File: src/rtl/risc_pkg.sv
// risc_pkg: opcode and phase encodings shared by the Simple-RISC controller, datapath and bench.
package risc_pkg;
  localparam int PHASE_W = 4;
  localparam int OPC_W = 3;
  localparam logic [OPC_W-1:0] HLT = 3'd0;
  localparam logic [OPC_W-1:0] SKZ = 3'd1;
  localparam logic [OPC_W-1:0] ADD = 3'd2;
  localparam logic [OPC_W-1:0] AND = 3'd3;
  localparam logic [OPC_W-1:0] XOR = 3'd4;
  localparam logic [OPC_W-1:0] LDA = 3'd5;
  localparam logic [OPC_W-1:0] STO = 3'd6;
  localparam logic [OPC_W-1:0] JMP = 3'd7;
  typedef enum logic [PHASE_W-1:0] {
    INST_ADDR  = 4'd0,
    INST_FETCH = 4'd1,
    INST_LOAD  = 4'd2,
    IDLE       = 4'd3,
    OP_ADDR    = 4'd4,
    OP_FETCH   = 4'd5,
    ALU_OP     = 4'd6,
    STORE      = 4'd7,
    HALTED     = 4'd8
  } phase_e;
  function automatic logic is_aluop(input logic [OPC_W-1:0] opc);
    return opc == ADD || opc == AND || opc == XOR || opc == LDA;
  endfunction
endpackage

File: src/rtl/risc_controller.sv
// risc_controller: 8-phase fetch/execute sequencer driving the Simple-RISC datapath strobes.
module risc_controller
  import risc_pkg::*;
(
  input  logic               clk,
  input  logic               rst,
  input  logic [OPC_W-1:0]   opcode,
  input  logic               zero,
  output logic               sel,
  output logic               rd,
  output logic               wr,
  output logic               ld_ir,
  output logic               ld_ac,
  output logic               ld_pc,
  output logic               inc_pc,
  output logic               data_e,
  output logic               halt,
  output logic [PHASE_W-1:0] phase
);
  logic [PHASE_W-1:0] r_phase;
  logic [PHASE_W-1:0] w_next;
  logic               w_alu;
  logic               w_hlt;
  assign w_alu = is_aluop(opcode);
  assign w_hlt = opcode == HLT;
  assign phase = r_phase;
  always_ff @(posedge clk or negedge rst)
    if (!rst) r_phase <= INST_ADDR;
    else      r_phase <= w_next;
  // Unlisted phase codes fall to the defaults: all outputs low, restart at INST_ADDR.
  always_comb begin
    w_next = INST_ADDR;
    sel    = 1'b0;
    rd     = 1'b0;
    wr     = 1'b0;
    ld_ir  = 1'b0;
    ld_ac  = 1'b0;
    ld_pc  = 1'b0;
    inc_pc = 1'b0;
    data_e = 1'b0;
    halt   = 1'b0;
    case (r_phase)
      INST_ADDR: begin
        sel    = 1'b1;
        w_next = INST_FETCH;
      end
      INST_FETCH: begin
        sel    = 1'b1;
        rd     = 1'b1;
        w_next = INST_LOAD;
      end
      INST_LOAD: begin
        sel    = 1'b1;
        rd     = 1'b1;
        ld_ir  = 1'b1;
        w_next = IDLE;
      end
      IDLE: begin
        sel    = 1'b1;
        rd     = 1'b1;
        ld_ir  = 1'b1;
        w_next = OP_ADDR;
      end
      OP_ADDR: begin
        inc_pc = !w_hlt;
        halt   = w_hlt;
        w_next = w_hlt ? HALTED : OP_FETCH;
      end
      OP_FETCH: begin
        rd     = w_alu;
        w_next = ALU_OP;
      end
      ALU_OP: begin
        rd     = w_alu;
        inc_pc = opcode == SKZ && zero;
        ld_pc  = opcode == JMP;
        data_e = opcode == STO;
        w_next = STORE;
      end
      STORE: begin
        rd     = w_alu;
        ld_ac  = w_alu;
        ld_pc  = opcode == JMP;
        wr     = opcode == STO;
        data_e = opcode == STO;
        w_next = INST_ADDR;
      end
      HALTED: begin
        halt   = 1'b1;
        w_next = HALTED;
      end
      default: ;
    endcase
  end
endmodule

File: config.mk
export PLATFORM = sky130hd
export DESIGN_NAME = risc_controller
export DESIGN_NICKNAME = d
export VERILOG_FILES = /design/src/rtl/risc_pkg.sv /design/src/rtl/risc_controller.sv
export SDC_FILE = /design/constraint.sdc
export NUM_CORES = 1
export LEC_CHECK = 0
export BUFFER_PORTS_ARGS = -buffer_cell sky130_fd_sc_hd__buf_2
export CAP_MARGIN = 10
export CELL_PAD_IN_SITES_DETAIL_PLACEMENT = 1
export CELL_PAD_IN_SITES_GLOBAL_PLACEMENT = 2
export CORE_MARGIN = 2
export CORE_UTILIZATION = 21
export CTS_BUF_LIST = sky130_fd_sc_hd__clkbuf_4 sky130_fd_sc_hd__clkbuf_8
export DETAILED_ROUTE_END_ITERATION = 7
export PLACE_DENSITY = 0.8
export SETUP_SLACK_MARGIN = 0.5
export SLEW_MARGIN = 20
export SYNTH_ARGS = -nofsm -noshare
export SYNTH_HDL_FRONTEND = slang
export SYNTH_SLANG_ARGS = --single-unit
File: constraint.sdc
create_clock -name clk -period 1.2 [get_ports clk]
set_input_delay 0.06 -clock clk [delete_from_list [all_inputs] [get_ports clk]]
set_output_delay 0.06 -clock clk [all_outputs]
set_load 0.005 [all_outputs]
==> metrics.txt, run 1 <==
CTS tree=done; Final Non-Filler Cells=77; Least-Margin Pin Slew=0.4215 ns; Pint=815.0 uW; Critical Path Sink Type=output pin; total clock sinks=4; clk buf depth=2; layout cells sized above 1=75.81%; 1st-pass router iterations=2; CP cell instances=buf_6 -> a2111oi_4 -> buf_2; synthesis warning total=0; WS Path Type=register to output pin; Layout Skew=0.004510 ns; max cap viols=0; HPWL Detailed=800.6 um; top cell type by total area after synthesis=dfrtp_1; CP bufs+invs=2; Critical Path AT=1.26 ns; syn_area_per_cell=8.508 um^2; Slew HR=71.68%; reg-to-reg slack, setup=0.06 ns; leak pwr=0.0002789 uW; overall power=1421 uW; initial antenna violation count=0; top cells by count, synth=dfrtp_1 (4), nor3_1 (4); failing checks=setup timing; ant diodes=0; Largest register FFs=4; clock group share of total power=12.6%; Seq cells post-synth=4; Final Setup Violations=8; Yosys top cell area share=33.61%; Worst IR Drop VDD=0.9403 mV; setup_tns=-0.7632 ns; die height=41.66 um; critical path's top delay family=flip-flops; antenna viol nets, final=0; first-pass GRT wire length=1.925 mm; Starting Density=22.60%; switch share=42.65%; count of flip-flops with a built-in enable after synthesis=0; ranking of synthesized cells by area=dfrtp_1 (34%), a31o_2 (8.8%), nor3_1 (6.7%), xnor2_1 (5.9%), a2111oi_2 (5.0%); number of global-route vias before repair=417; DRC errors left=0; die area=0.001735 mm^2; Filler cells=155; starting DRC count in detailed routing=6; fin crit share=109.8%; Top Ports=19; Comb pwr share=62.9%; worst path required time=1.14 ns; Synth Cell Area=297.8 um^2; per-cell routed wire length=14.74 um; post-layout min period=1.317 ns; nets=70; Die Wd=41.66 um; post-synthesis sequential area ratio=33.61%; grt ovf=0; Slowest cell on crit path=dfrtp_2; Clk Latency, worst-skew pair=0.24 ns; Cell variety after synth=18; crit path launch type=register; final instance area=596.8 um^2; core area=0.001318 mm^2; status=finished, violations left; WL final=1.135 mm; largest net degree at the start of global routing=8; final worst slack=-0.1171 ns; Area Growth Syn to Fin=100.4%; Slew Limit Fails=0; NetSw=606.1 uW; Vias=378; CTS buffer count=3; Row Count=13; placed inst area=490.5 um^2; clk root buf=clkbuf_4; ys async rst share=100.0%; Placed Instances=71; class of the worst hold path=primary input to asynchronous set/reset pin; Worst-path clk slew=0.04 ns; H-tree levels=1; part of the power in registers=24.6%; CP peak stage delay=0.46 ns; RePlAce Congestion=0.7162; PD cells=2381 mW/mm^2; RSZ-0062 raised after global routing=yes; total track usage=15.08%; port bufs=18; Final Hold Viols=0; fmax=759.2 MHz; crit-path max FO=5; Top FF cell, synth=dfrtp_1; vias per std cell=4.909; Syn Inst Count=35; post-synth net total=41
[per-stage QoR]
step                      worst slack [ns]  utilization [%]  hold WS, ns
after floorplan                     0.1931                -      -0.2356
after global placement             0.07101            37.23      -0.1320
after detailed placement           0.04952            37.23      -0.1241
after CTS                          -0.1396            44.54       0.1633
after global routing               -0.2086            45.30       0.1800
final                              -0.1171            45.30       0.1599
[layout by cell type (no fill, tap or decap)]
master,synthesis,layout
buf_2,0,16
buf_4,0,6
buf_6,0,5
inv_1,3,3
nor3_1,4,3
a31o_2,3,3
clkbuf_4,0,3
dfrtp_2,0,3
nor2_1,3,2
a211oi_2,0,2
nor4_2,0,2
nor3_2,0,1
nor2_2,0,1
nor2b_4,0,1
nor4b_4,0,1
xnor2_1,2,1
xnor2_2,0,1
a311oi_2,0,1
or3b_1,1,1
nand2b_1,1,1
a2111oi_4,0,1
a21oi_1,1,1
nand4b_1,1,1
dlygate4sd3_1,0,1
dfrtp_1,4,1
[worst register-to-register path: stages, from the launching register on]
cell,delay [ns]
dfrtp_1,0.40
buf_4,0.16
buf_4,0.15
a31o_2,0.21
a211oi_2,0.14
[logic make-up after synthesis]
| group | after synthesis | synth area share [%] |
|---|---|---|
| XOR/XNOR | 2 | 5.883 |
| AO/OA/AOI/OAI | 8 | 23.53 |
| AND/OR/NAND/NOR | 14 | 27.73 |
| buffers and inverters | 7 | 9.242 |
| flip-flops | 4 | 33.61 |
[worst paths after layout]
path / from / to / depth (start not counted)
worst min-delay path: rst / phase[2]$_DFF_PN0_ / 2
min in group clk: opcode[0] / data_e / 3
max in group asynchronous: rst / phase[0]$_DFF_PN0_ / 2
worst max register to register: phase[3]$_DFF_PN0_ / phase[2]$_DFF_PN0_ / 4
worst min register to register: phase[0]$_DFF_PN0_ / phase[0]$_DFF_PN0_ / 2
worst max-delay path: phase[1]$_DFF_PN0_ / inc_pc / 3
[what timing repair did]
item	4_1_cts	5_1_grt
endpoints found under the setup margin	17	17
hold buffers	1	0
hold endpoints to repair	4	0
buffers inserted	2	0
resized for setup	10	2
pin swaps	2	1
[area by class of cell]
cell class / count / area [um^2] / share of cell area [%]
multi-input combinational: 24 / 249.0 / 41.72
timing repair buffer: 28 / 191.4 / 32.08
sequential: 4 / 103.9 / 17.40
clock buffer: 3 / 22.52 / 3.774
tap: 15 / 18.77 / 3.145
inverter: 3 / 11.26 / 1.887
[per-layer routing]
| layer | share of wire (%) | track usage, % |
|---|---|---|
| met5 | 0 | 0 |
| met4 | 1.7 | 11.61 |
| met3 | 5.6 | 3.478 |
| met2 | 48 | 23.13 |
| met1 | 44 | 17.94 |
[power by group through the flow]
| stage | sequential, uW | combinational [uW] | clock (uW) |
|---|---|---|---|
| CTS | 342 | 858 | 183 |
| finish | 349 | 893 | 178 |
| floorplan | 233 | 581 | 0 |
| global route | 360 | 971 | 192 |
| detailed placement | 324 | 689 | 0 |
| global placement | 319 | 681 | 0 |
Power figures use the tool's default switching activity.
==> run 2, diff against run 1 <==
--- a/config.mk
+++ b/config.mk
@@ -14,8 +14,8 @@
 export CTS_BUF_LIST = sky130_fd_sc_hd__clkbuf_4 sky130_fd_sc_hd__clkbuf_8
 export DETAILED_ROUTE_END_ITERATION = 7
 export PLACE_DENSITY = 0.8
-export SETUP_SLACK_MARGIN = 0.5
 export SLEW_MARGIN = 20
 export SYNTH_ARGS = -nofsm -noshare
 export SYNTH_HDL_FRONTEND = slang
 export SYNTH_SLANG_ARGS = --single-unit
+export TNS_END_PERCENT = 10
==> run 2 against run 1 <==
  * The flow still finishes with violations (setup timing)
  * Global-route usage decreased by 3.7 points
  * Hold slack improved by 0.0070 ns
  * Total power increased by 2.5%
  * Combinational power increased by 12%
  * Sequential power decreased by 14%
  * Non-clock buffer count increased by 3
  * Core utilization decreased by 0.47 points
  * Design area decreased by 1.0%
  * Wire length decreased by 4.3%
  * Worst setup slack got worse by 0.0039 ns
  * Clock skew decreased by 0.0043 ns
  * Critical endpoint unchanged
  * Largest power group unchanged
==> metrics.txt, run 2 (same netlist as run 1, synthesis figures left out) <==
post-layout min period=1.321 ns; HPWL Detailed=698.4 um; RR Startpoint=phase[0]$_DFF_PN0_; clk buf depth=2; met2 routed WL=533 um; overall power=1457 uW; nets=73; fin crit share=110.1%; Final Hold Viols=0; leak pwr=0.0002786 uW; Fin Hold WS=0.1669 ns; initial antenna violation count=0; Top Layer Used=met3; per-cell routed wire length=13.58 um; commonest non-fill, non-tap cell in the layout=buf_2; first-pass GRT wire length=1.524 mm; PD cells=2467 mW/mm^2; crit path launch=phase[1]$_DFF_PN0_; Worst-path clk slew=0.04 ns; Top Ports=19; ant diodes=0; final core occ=44.82%; Worst IR Drop VDD=0.7419 mV; Area Growth Syn to Fin=98.32%; reg-to-reg endpoint=phase[2]$_DFF_PN0_; class of the worst hold path=primary input to asynchronous set/reset pin; total track usage=11.37%; H-tree levels=1; Layout Skew=0.0002303 ns; Row Count=13; Starting Density=22.60%; Critical Path AT=1.26 ns; most frequent cells in the layout=buf_2 (18), buf_4 (8); die height=41.66 um; grt ovf=0; crit-path max FO=6; DRC errors left=0; Largest register FFs=4; crit path launch type=register; WL final=1.086 mm; worst path required time=1.14 ns; largest net degree at the start of global routing=9; total clock sinks=4; die area=0.001735 mm^2; starting DRC count in detailed routing=2; fmax=757.0 MHz; vias per std cell=4.788; RePlAce Congestion=0.7161; Vias=383; WL met3=45 um; Critical Path Sink Type=output pin; max cap viols=0; Least-Margin Pin Slew=0.4343 ns; Clk Latency, worst-skew pair=0.22 ns; CTS tree=done; failing checks=setup timing; Slew Limit Fails=0; status=finished, violations left; layout cells sized above 1=70.77%; CTS buffer count=3; core area=0.001318 mm^2; Placed Instances=68; port bufs=18; met1 WL=507 um; R2R cell count=4; DP Worst Slack=0.03541 ns; clk root buf=clkbuf_4; Final Setup Violations=9; Critical Path End=inc_pc; WS Path Type=register to output pin; 1st-pass router iterations=3; reg-to-reg slack, setup=0.02 ns; Final Non-Filler Cells=80; number of global-route vias before repair=352; antenna viol nets, final=0; final worst slack=-0.1210 ns; RSZ-0062 raised after global routing=yes; Die Wd=41.66 um; Slew HR=70.83%
## run 2: cell count changes in the layout (fill, tap and decap cells not counted), sizes merged
cell  before  now
buf       27   30
## run 2: area by class of cell
class                      count  area, um^2
sequential                     4       103.9
tap                           15       18.77
fill                         165       726.9
clock buffer                   3       22.52
timing repair buffer          31       214.0
multi-input combinational     24       220.2
inverter                       3       11.26
## run 2: where the power goes
| part | leakage [uW] | total, uW | internal, uW | switching [uW] |
|---|---|---|---|---|
| sequential | 0.0000457 | 301 | 200 | 101 |
| combinational | 0.000219 | 998 | 560 | 437 |
| clock | 0.0000138 | 158 | 111 | 46.7 |
| total | 0.000279 | 1460 | 872 | 585 |
## run 2: worst max-delay path, cell delays in order, from the launching register on
cell and delay (ns):
dfrtp_2 0.46, buf_12 0.15, a2111oi_4 0.27, buf_2 0.16
## run 2: worst min path at each step
stage          start            endpoint  slack, ns  depth (start not counted)
6_report         rst  phase[1]$_DFF_PN0_       0.17                          2
5_1_grt          rst  phase[1]$_DFF_PN0_       0.16                          2
4_1_cts          rst  phase[2]$_DFF_PN0_       0.16                          2
3_5_place_dp     rst  phase[1]$_DFF_PN0_      -0.13                          1
3_3_place_gp     rst  phase[0]$_DFF_PN0_      -0.13                          1
2_1_floorplan    rst  phase[0]$_DFF_PN0_      -0.24                          0
## run 2: repair_timing
action	CTS	global route
pin swaps	0	2
hold buffers	1	0
endpoints found under the hold margin	4	0
resized for setup	6	8
setup endpoints to repair	8	11
setup buffers	3	5
## run 2: layer usage
layer  up-vias  track usage, %
met5         -               0
met4         0           5.806
met3         0           3.913
met2         8           16.88
met1       186           14.48
li1        189               -
## run 2: per-stage QoR
| stage | cell area [um^2] | TNS (ns) |
|---|---|---|
| after floorplan | 297.8 | 0 |
| after global placement | 420.4 | 0 |
| after detailed placement | 420.4 | 0 |
| after CTS | 498.0 | -0.9138 |
| after global routing | 590.6 | -1.309 |
| final | 590.6 | -0.6463 |
==> run 3, diff against run 2 <==
==> constraint.sdc (replaced) <==
create_clock -name clk -period 1.3 [get_ports clk]
set_input_delay 0.065 -clock clk [delete_from_list [all_inputs] [get_ports clk]]
set_output_delay 0.065 -clock clk [all_outputs]
set_load 0.005 [all_outputs]
==> run 3 against run 2 <==
  * The flow still finishes with violations (setup timing)
  * Core utilization down 8.6 points
  * Global-route usage rose by 0.25 points
  * Total power shrank 32%
==> metrics.txt, run 3 (same netlist as run 1, synthesis figures left out) <==
status=finished, violations left; failing checks=setup timing; worst path required time=1.24 ns; Filler cells=169; switch share=42.31%; commonest non-fill, non-tap cell in the layout=buf_2; clock group share of total power=15.4%; Largest register FFs=4; class of the worst hold path=primary input to asynchronous set/reset pin; largest net degree at the start of global routing=9; WL final=884 um; Vias=354; Least-Margin Pin Slew=0.3125 ns; most frequent cells in the layout=buf_2 (18), nor3_1 (4), buf_4 (4); initial antenna violation count=0; core area=0.001318 mm^2; final instance area=476.7 um^2; crit path launch type=register; clk root buf=clkbuf_4; CTS tree=done; Final Non-Filler Cells=73; vias per std cell=4.849; final worst slack=-0.04562 ns; total clock sinks=4; Placed Instances=68; Critical Path Sink Type=output pin; Top Ports=19; Layout Skew=0.005468 ns; DP Worst Slack=0.1176 ns; grt ovf=0; 1st-pass router iterations=2; fin crit share=103.5%; CTS buffer count=3; die height=41.66 um; part of the power in registers=29.3%; RePlAce Congestion=0.7275; NetSw=421.3 uW; Worst IR Drop VDD=0.5442 mV; Area Growth Syn to Fin=60.08%; port bufs=18; per-cell routed wire length=12.11 um; PD cells=2089 mW/mm^2; DRC errors left=0; nets=66; Critical Path AT=1.28 ns; total track usage=11.62%; fmax=743.1 MHz; ant diodes=0; Worst-path clk slew=0.04 ns; Final Hold Viols=0; clk buf depth=2; layout cells sized above 1=62.07%; HPWL Detailed=670.8 um; Pint=574.5 uW; number of global-route vias before repair=368; Die Wd=41.66 um; Starting Density=22.60%; final core occ=36.18%; post-layout min period=1.346 ns; max cap viols=0; WS Path Type=register to output pin; H-tree levels=1; Final Setup Violations=4; Slew HR=79.01%; Clk Latency, worst-skew pair=0.24 ns; placed inst area=420.4 um^2; Comb pwr share=55.3%; RSZ-0062 raised after global routing=yes; die area=0.001735 mm^2; leak pwr=0.0002301 uW; antenna viol nets, final=0; crit-path max FO=3; Slew Limit Fails=0; first-pass GRT wire length=1.552 mm; Row Count=13; starting DRC count in detailed routing=2
run 3: changes by cell type in the layout (fill, tap and decap cells not counted), sizes merged:
cell and delta:
buf -7
run 3: routing by layer:
layer  track usage, %  share of wire, %
met4            3.871               1.2
met2            17.81                46
met1            14.40                48
met3            5.217               4.4
met5                0                 0
run 3: cell type report:
class | instances | area (um^2) | area share (%)
clock buffer | 3 | 22.52 | 4.724
inverter | 3 | 11.26 | 2.362
multi-input combinational | 24 | 178.9 | 37.53
sequential | 4 | 103.9 | 21.78
tap | 15 | 18.77 | 3.937
timing repair buffer | 24 | 141.4 | 29.66
run 3: power by group through the flow:
stage | sequential [uW] | clock, uW | combinational [uW]
floorplan | 207 | 0 | 351
global placement | 268 | 0 | 507
detailed placement | 270 | 0 | 512
CTS | 275 | 163 | 543
global route | 305 | 176 | 607
finish | 292 | 153 | 551
run 3: repair_timing:
action,CTS,global route
hold buffers,1,0
endpoints found under the hold margin,4,0
setup buffers,1,0
setup endpoints to repair,7,8
gates resized for setup,2,5
run 3: path summary, 6_finish.rpt:
| check | startpoint | endpoint | slack (ns) | cells after the start |
|---|---|---|---|---|
| setup / recovery | phase[2]$_DFF_PN0_ | halt | -0.05 | 4 |
| hold / removal | rst | phase[1]$_DFF_PN0_ | 0.18 | 2 |
| setup reg to reg | phase[0]$_DFF_PN0_ | phase[2]$_DFF_PN0_ | 0.21 | 3 |
| hold reg to reg | phase[3]$_DFF_PN0_ | phase[0]$_DFF_PN0_ | 0.54 | 1 |
| max in group asynchronous | rst | phase[0]$_DFF_PN0_ | 0.97 | 2 |
| min in group clk | opcode[0] | data_e | 0.41 | 3 |
run 3: critical path: stages (launching register included):
cell and delay [ns]:
dfrtp_1 0.41, buf_4 0.15, nor2b_1 0.13, a31o_2 0.23
buf_2 0.12
run 3: metrics by stage:
step,total power (uW),setup TNS (ns),hold WS (ns)
floorplan,557.7,0,-0.2306
global placement,775.4,0,-0.1230
CTS,981.1,-0.2374,0.1601
global route,1087,-0.5848,0.1734
finish,995.8,-0.1001,0.1845
detailed placement,782.0,0,-0.1228
